==> config.mk <==
export PLATFORM = sky130hd
export DESIGN_NAME = lsu_mem_stage
export DESIGN_NICKNAME = d
export VERILOG_FILES = /design/src/rtl/lsu_pkg.sv /design/src/rtl/lsu_align.sv /design/src/rtl/lsu_mem_stage.sv
export SDC_FILE = /design/constraint.sdc
export NUM_CORES = 1
export LEC_CHECK = 0
export BUFFER_PORTS_ARGS = -buffer_cell sky130_fd_sc_hd__clkbuf_2
export CAP_MARGIN = 20
export CELL_PAD_IN_SITES_DETAIL_PLACEMENT = 1
export CELL_PAD_IN_SITES_GLOBAL_PLACEMENT = 1
export CORE_ASPECT_RATIO = 1.75
export CORE_UTILIZATION = 39
export DETAILED_ROUTE_END_ITERATION = 10
export MAX_ROUTING_LAYER = met4
export PLACE_DENSITY = 0.92
export SYNTH_ARGS = -nofsm -noshare
export SYNTH_HDL_FRONTEND = slang
export SYNTH_SLANG_ARGS = --single-unit
==> constraint.sdc <==
create_clock -name clk -period 4.15 [get_ports clk]
set_input_delay 0.415 -clock clk [delete_from_list [all_inputs] [get_ports clk]]
set_output_delay 0.415 -clock clk [all_outputs]
set_load 0.005 [all_outputs]
==> src/rtl/lsu_pkg.sv <==
// lsu_pkg: memop encodings and FSM state type shared by the load/store unit
package lsu_pkg;
  localparam logic [2:0] MOP_B  = 3'b000;
  localparam logic [2:0] MOP_H  = 3'b001;
  localparam logic [2:0] MOP_W  = 3'b010;
  localparam logic [2:0] MOP_D  = 3'b011;
  localparam logic [2:0] MOP_BU = 3'b100;
  localparam logic [2:0] MOP_HU = 3'b101;
  localparam logic [2:0] MOP_WU = 3'b110;
  typedef enum logic [1:0] {IDLE, REQ, WAIT, DONE} state_t;
endpackage

==> src/rtl/lsu_align.sv <==
// lsu_align: misalign/opcode check, store lane shift and load extract/extend
module lsu_align
  import lsu_pkg::*;
(
  input  logic [2:0]  memop,
  input  logic        store,
  input  logic [2:0]  off,
  input  logic [63:0] wdata,
  input  logic [63:0] rdata,
  output logic        err,
  output logic [7:0]  wmask,
  output logic [63:0] wdata_sh,
  output logic [63:0] rdata_ext
);
  logic [1:0]  sz;
  logic        sx;
  logic [63:0] rd_sh;
  always_comb begin
    sz = memop[1:0];
    sx = ~memop[2];
    rd_sh = rdata >> {off, 3'b000};
    err = (store ? memop[2] : memop == 3'b111) |
          (sz == MOP_H[1:0] ? off[0] : sz == MOP_W[1:0] ? |off[1:0] : sz == MOP_D[1:0] ? |off : 1'b0);
    wmask = (sz == MOP_B[1:0] ? 8'h01 : sz == MOP_H[1:0] ? 8'h03 : sz == MOP_W[1:0] ? 8'h0f : 8'hff) << off;
    wdata_sh = wdata << {off, 3'b000};
    rdata_ext = sz == MOP_B[1:0] ? {{56{sx & rd_sh[7]}}, rd_sh[7:0]} :
                sz == MOP_H[1:0] ? {{48{sx & rd_sh[15]}}, rd_sh[15:0]} :
                sz == MOP_W[1:0] ? {{32{sx & rd_sh[31]}}, rd_sh[31:0]} : rd_sh;
  end
endmodule

==> src/rtl/lsu_mem_stage.sv <==
// lsu_mem_stage: multi-cycle M-stage load/store unit on a valid/ready memory bus
module lsu_mem_stage
  import lsu_pkg::*;
#(
  parameter int ADDR_W = 64,
  parameter int DATA_W = 64
)
(
  input  logic              clk,
  input  logic              rst,
  input  logic              in_valid,
  output logic              in_ready,
  input  logic              in_load,
  input  logic              in_store,
  input  logic [2:0]        in_memop,
  input  logic [ADDR_W-1:0] in_alures,
  input  logic [DATA_W-1:0] in_wdata,
  output logic              out_valid,
  input  logic              out_ready,
  output logic [DATA_W-1:0] out_data,
  output logic              out_err,
  output logic              mem_req_valid,
  input  logic              mem_req_ready,
  output logic              mem_req_wen,
  output logic [ADDR_W-1:0] mem_req_addr,
  output logic [DATA_W-1:0] mem_req_wdata,
  output logic [7:0]        mem_req_wmask,
  input  logic              mem_resp_valid,
  input  logic [DATA_W-1:0] mem_resp_rdata
);
  state_t            state, state_nx;
  logic [2:0]        memop_q, off_q;
  logic              store_q, is_mem, idle;
  logic              a_err;
  logic [7:0]        a_wmask;
  logic [DATA_W-1:0] a_wdata, a_rdata;
  assign idle = state == IDLE;
  assign is_mem = in_load | in_store;
  // the aligner sees the incoming entry while idle and the latched one afterwards
  lsu_align u_align (
    .memop     (idle ? in_memop : memop_q),
    .store     (idle ? in_store : store_q),
    .off       (idle ? in_alures[2:0] : off_q),
    .wdata     (in_wdata),
    .rdata     (mem_resp_rdata),
    .err       (a_err),
    .wmask     (a_wmask),
    .wdata_sh  (a_wdata),
    .rdata_ext (a_rdata)
  );
  always_ff @(posedge clk)
    state <= !rst ? IDLE : state_nx;
  always_comb begin
    state_nx = state;
    case (state)
      IDLE:    state_nx = in_valid ? (is_mem && !a_err ? REQ : DONE) : IDLE;
      REQ:     state_nx = mem_req_ready ? WAIT : REQ;
      WAIT:    state_nx = mem_resp_valid ? DONE : WAIT;
      default: state_nx = out_ready ? IDLE : DONE;
    endcase
  end
  always_comb begin
    in_ready = state == IDLE;
    out_valid = state == DONE;
    mem_req_valid = state == REQ;
  end
  always_ff @(posedge clk)
    if (!rst) begin
      out_data <= '0;
      out_err <= 1'b0;
      mem_req_wen <= 1'b0;
      mem_req_addr <= '0;
      mem_req_wdata <= '0;
      mem_req_wmask <= '0;
      memop_q <= '0;
      off_q <= '0;
      store_q <= 1'b0;
    end else if (idle && in_valid) begin
      out_data <= is_mem ? '0 : DATA_W'(in_alures);
      out_err <= is_mem & a_err;
      mem_req_wen <= in_store;
      mem_req_addr <= {in_alures[ADDR_W-1:3], 3'b000};
      mem_req_wdata <= in_store ? a_wdata : '0;
      mem_req_wmask <= in_store ? a_wmask : '0;
      memop_q <= in_memop;
      off_q <= in_alures[2:0];
      store_q <= in_store;
    end else if (state == WAIT && mem_resp_valid) begin
      out_data <= store_q ? '0 : a_rdata;
    end
endmodule
# == After elaboration in Yosys (flattened, before gate mapping) ==
# Index checks and enable logic that the tools add are counted.
# totals
ff_bits,207
latchBits,0
mem_bits_rw,0
romBits,0
output_inout_bits,205
n_memories,0
# op_classes
add_sub_neg,0
multipliers,0
div,0
n_lt_le_gt_ge,0
eq_ne,7
shifts,3
muxes,25
bitwise_logic,7
reduce_logical,9
# op_table
operator,count
2-to-1 mux 64 bit,8
left shift 64 x 6 -> 64 bit,1
>> shifter 64 x 6 -> 64 bit,1
2-to-1 mux 8 bit,4
equality test 2 bit (second input constant),4
2-to-1 mux 2 bit,4
left shift 8 x 3 -> 8 bit,1
2-to-1 mux 1 bit,6
2-to-1 mux 3 bit,2
case mux 2 bit (3 select lines),1
AND 1 bit,4
equality test 2 x 1 -> 1 bit (second input constant),2
logical NOT 2 bit,2
equality test 3 bit (second input constant),1
logical AND 1 bit,3
OR reduction 3 bit,1
OR 1 bit,2
nonzero test 2 bit,1
OR reduction 2 bit,1
logical NOT 1 bit,1
inverter 1 bit,1

# == Longest topological paths before layout ==
# logic_depth
word_depth,12
mapped_depth,13

# == Cells and area by module ==
# From an unflattened synthesis, not the netlist that was laid out.
# hier_totals
cells_unflattened,1580
hier_area_um2,13543.0
# modules_own_cells
mod,instances,cells_per_inst,area_per_inst_um2
lsu_mem_stage,1,1026,9090.0
lsu_align,1,554,4453.0

# == Worst setup path after synthesis ==
# No wires, ideal clock.
# synth_path
path_kind,register to register
start,reg state[1]
end,reg mem_req_wdata[42]
setup_ns,0.128
t_arrival_ns,2.166
slack_ns,1.857
stages_incl_launch_ff,11
path_buffers,4
path_cell_list,dfxtp_1 buf_2 o21a_1 nor2_8 buf_2 buf_2 buf_2 mux2i_1 mux2i_1 a222oi_1 nor2_1
# synth_between
elab_chain_len,4
elab_cells_between_ends,5
# synth_rtl
element,line,text
from (decl),lsu_mem_stage.sv:31,"state_t state, state_nx;"
from (signal assigned),lsu_mem_stage.sv:52,state <= !rst ? IDLE : state_nx;
logical NOT 2 bit (*),lsu_mem_stage.sv:37,assign idle = state == IDLE;
2-to-1 mux 3 bit,lsu_mem_stage.sv:43,".off (idle ? in_alures[2:0] : off_q),"
left shift 64 x 6 -> 64 bit,lsu_align.sv:25,"wdata_sh = wdata << {off, 3'b000};"
2-to-1 mux 64 bit,lsu_mem_stage.sv:83,mem_req_wdata <= in_store ? a_wdata : '0;
to (signal assigned),lsu_mem_stage.sv:83,
to (decl),lsu_mem_stage.sv:26,"output logic [DATA_W-1:0] mem_req_wdata,"
# Mark *: on every way between the ends. The rest lies on a longest branch, timed or not.
# A chain may end at the register's enable or synchronous reset.

# == Final worst setup path ==
# layout_path
start,reg state[0]
end,reg out_data[60]
# layout_between
elab_chain_len,10
elab_cells_between_ends,21
# layout_rtl
element,line,text
logical NOT 2 bit,lsu_mem_stage.sv:37,
2-to-1 mux 3 bit (on tied branches),"lsu_mem_stage.sv:43, lsu_mem_stage.sv:41",
>> shifter 64 x 6 -> 64 bit or inverter 1 bit (tied branches),"lsu_align.sv:21, lsu_align.sv:20",
AND 1 bit,lsu_align.sv:28,"sz == MOP_W[1:0] ? {{32{sx & rd_sh[31]}}, rd_sh[31:0]} : rd_sh;"
2-to-1 mux 64 bit,lsu_align.sv:28,
2-to-1 mux 64 bit,lsu_align.sv:27,"sz == MOP_H[1:0] ? {{48{sx & rd_sh[15]}}, rd_sh[15:0]} :"
2-to-1 mux 64 bit,lsu_align.sv:26,"rdata_ext = sz == MOP_B[1:0] ? {{56{sx & rd_sh[7]}}, rd_sh[7:0]} :"
2-to-1 mux 64 bit,lsu_mem_stage.sv:89,out_data <= store_q ? '0 : a_rdata;
2-to-1 mux 64 bit,lsu_mem_stage.sv:88,end else if (state == WAIT && mem_resp_valid) begin
2-to-1 mux 64 bit,lsu_mem_stage.sv:78,end else if (idle && in_valid) begin
to (signal assigned),lsu_mem_stage.sv:79,out_data <= is_mem ? '0 : DATA_W'(in_alures);
to (signal assigned),lsu_mem_stage.sv:89,
to (decl),lsu_mem_stage.sv:20,"output logic [DATA_W-1:0] out_data,"
# Several ways; a longest one is shown, not always the timed one. The select of a mux whose other input is x is not followed.

==> summary.md <==
| Metric | Value |
|---|---|
| Post-layout util | between 50% and 60% |
| Power per cell area | approximately 560 mW/mm² |
| I/O pins | between 400 and 500 |
| CTS root buffer | clkbuf_16 |
| Initial antenna violation count | 4 |
| Clock slew at reported path FFs | around 60 ps |
| Starting density of the core | about two fifths |
| Postcts setup bufs | 0 |
| Fillers | 3641 |
| RePlAce Congestion | approximately 0.98 |
| Worst Tran Pin Value | 1108 ps |
| Synth Register Bits | just over 200 |
| First-pass GRT wire length | between 80000 and 90000 µm |
| Wire length per cell | approximately 25 µm |
| Most common cell in the netlist | nand2_1 |
| Synth top area share | between 30% and 40% |
| Finished Layout Cells | between 2000 and 2500 |
| CP endpoint kind | flip-flop |
| # hold bufs at CTS | 0 |
| Syn Inst Count | ~1500 |
| Skew-Pair Late Insertion Delay | 540 ps |
| # resized after CTS | 0 |
| Hold Slack | between 100 and 150 ps |
| Vias in the first global route | 13700 |
| Final setup TNS | 0 ps |
| Clock Sinks | 207 |
| Met3 wire len | between 3000 and 4000 µm |
| Synth Area per Inst | between 7 and 8 µm² |
| DR DRC count | 0 |
| Via count | 13320 |
| Worst-path fanout max | 18 |
| Post-synth EDFFs | 0 |
| Area grow syn2layout | 25.58% |
| Worst path max stage delay | about 760 ps |
| HP Class | in2reg |
| Placed cells | 2125 |
| Minimum clock period | roughly 3700 ps |
| Yosys warns | 0 |
| Outcome | complete, no violations |
| Synth area leaders | dfxtp_1 (36%), a21oi_1 (9.8%), nand2_1 (8.3%), mux2i_1 (6.9%), mux4_2 (4.5%) |
| Gr ovfl total | 0 |
| FMAX | between 200 and 300 MHz |
| Max Used Layer | met4 |
| Post-synthesis cell area | 0.01150 mm² |
| CTS tree | built |
| Worst-path cell chain | or2_1 > inv_4 > a221o_1 > a21oi_1 > o31ai_1 > nand3_1 > nand3_1 > a211oi_1 |
| Async SR Flop Fraction | 0% |
| Peak VDD IR | approximately 0.31 mV |
| Pin count of the biggest net entering global routing | 91 |
| Crit path top cell by count | nand3_1 |
| Crit path launch type | flip-flop |
| Yosys top cell by area | dfxtp_1 |
| Hold Violations, Final | 0 |
| RSZ-0062 raised after global routing | no |
| Total Routing Usage GR | 35.68% |
| DR vias/cell | ~6.1 |
| Slew HR | between 20 and 30% |
| CP max stage cell | dfxtp_1 |
| CTS H-tree depth | 1 |
| Fin. max-slew vios | 0 |
| # rows | between 80 and 90 |
| Required @ worst endpoint | roughly 4600 ps |
| Layout cells sized above 1 | between 20% and 30% |
| Port Buffers | approximately 400 |
| Core box area | 0.02883 mm² |
| Die Wd | 131.8 µm |
| DP HPWL | around 40000 µm |
| Sequential area share after synthesis | a little over a third |
| Antenna-violating nets left | 0 |
| Crit share post-route | between 80% and 90% |
| Setup Crit Path Kind | reg2reg |
| Top_reg_cell synth | dfxtp_1 |
| Final setup fails | 0 |
| Clock Path Buffers | 3 |
| Leak pwr | around 0.0063 µW |
| Netlist cell types | 70 |
| Crit path DAT | about 4100 ps |
| Max capacitance violation total | 0 |
| Met2 wire len | about 27000 µm |
| CTS buffer count | 22 |
| Post-synth top cells | nand2_1 (254), a21oi_1 (226), dfxtp_1 (207), nor2_1 (104), o21ai_0 (96) |
| Final wirelength | around 54000 µm |
| Die Y | 229.2 µm |
| Layout net count | just under 2000 |
| DRT iter0 DRCs | 807 |
| Clk_skew | between 20 and 25 ps |
| Wl on met1 | around 18000 µm |
| Pre-Repair DR Iteration Count | 7 |
| Full die area | about 0.030 mm² |
## critical path: cells and delay by family (launching register included)
kind / cells / cell delay (ps)
AOI/OAI and AO/OA: 4 / 1360
buffers and inverters: 1 / 170
DFF: 1 / 760
and+or+nand+nor: 3 / 1290
## cell families (layout without fill, tap and decap cells)
| group | after synthesis | count (layout) | share of synthesized area, % |
|---|---|---|---|
| AOI/OAI and AO/OA | 518 | 518 | 27.97 |
| xor gates and xnor gates | 1 | 1 | 0.07616 |
| buffers and inverters | 148 | 478 | 5.722 |
| DFF | 207 | 207 | 36.03 |
| muxes | 111 | 111 | 12.26 |
| other | 1 | 7 | 0.03260 |
| and+or+nand+nor | 469 | 469 | 17.92 |
## area by class of cell
class / instances / area, µm² / area share [%]
inverters: 10 / 42.54 / 0.2945
well taps: 378 / 473.0 / 3.274
clock buffers: 32 / 649.4 / 4.495
diodes: 4 / 10.01 / 0.06929
repair buffers: 428 / 2240 / 15.50
multi-input cells: 1102 / 6751 / 46.74
clock inverters: 8 / 135.1 / 0.9355
flip-flops and latches: 207 / 4144 / 28.69
## power by group
group,switching (µW),internal (µW),total [µW]
logic,2170,1200,3380
registers,222,2310,2530
clock network,901,1290,2190
## worst paths after layout
path / start / end / slack, ps / cells after the start
min reg2reg: mem_req_addr[22] / mem_req_addr[22] / 460 / 2
min: out_ready / state[0] / 100 / 2
max: state[0] / out_data[60] / 460 / 8
max reg2reg: state[0] / out_data[60] / 460 / 8
## state kept, by name (all words and copies together) (netlist names)
register,count
mem_req_wmask,8
out_err,1
memop_q,3
mem_req_wdata,64
off_q,3
store_q,1
state,2
out_data,64
mem_req_addr,61
## routing by layer
metal / vias to the layer above / track usage (%)
li1: 5956 / -
met1: 6447 / 34.86
met2: 690 / 62.40
met3: 230 / 6.087
met4: 0 / 27.73
met5: - / -
## metrics by stage
stage,cell area [µm²],setup WS [ps],power (µW)
after CTS,14440,516.9,8064
after floorplan,11510,1857,4636
after detailed placement,13650,533.0,5861
after global placement,13650,761.4,5749
final,14450,460.2,8095
after global routing,14450,236.6,8429
## placed cells by master, fill, tap and decap left out, types with 4 or more instances in the layout
cell type,n
mux4_2,23
a221oi_1,7
and3_1,10
nor2_1,103
inv_1,8
a21o_1,9
o21a_1,8
o21ai_0,96
o211ai_1,9
mux2i_1,79
or2_2,5
nand2_1,252
nand4_1,24
nor3b_1,7
clkbuf_1,5
o221ai_1,6
a222oi_1,14
o22ai_2,4
nand3_1,26
o21ai_1,6
diode_2,4
buf_4,21
a2bb2oi_1,9
clkbuf_2,404
o31ai_1,5
clkbuf_8,4
nand2b_1,7
dfxtp_1,207
clkbuf_16,23
a31oi_1,5
a22oi_1,49
nor3_1,6
a21oi_1,225
o2111ai_1,8
a211oi_1,22
mux2_2,9
a311oi_1,14
Power figures use the tool's default switching activity.
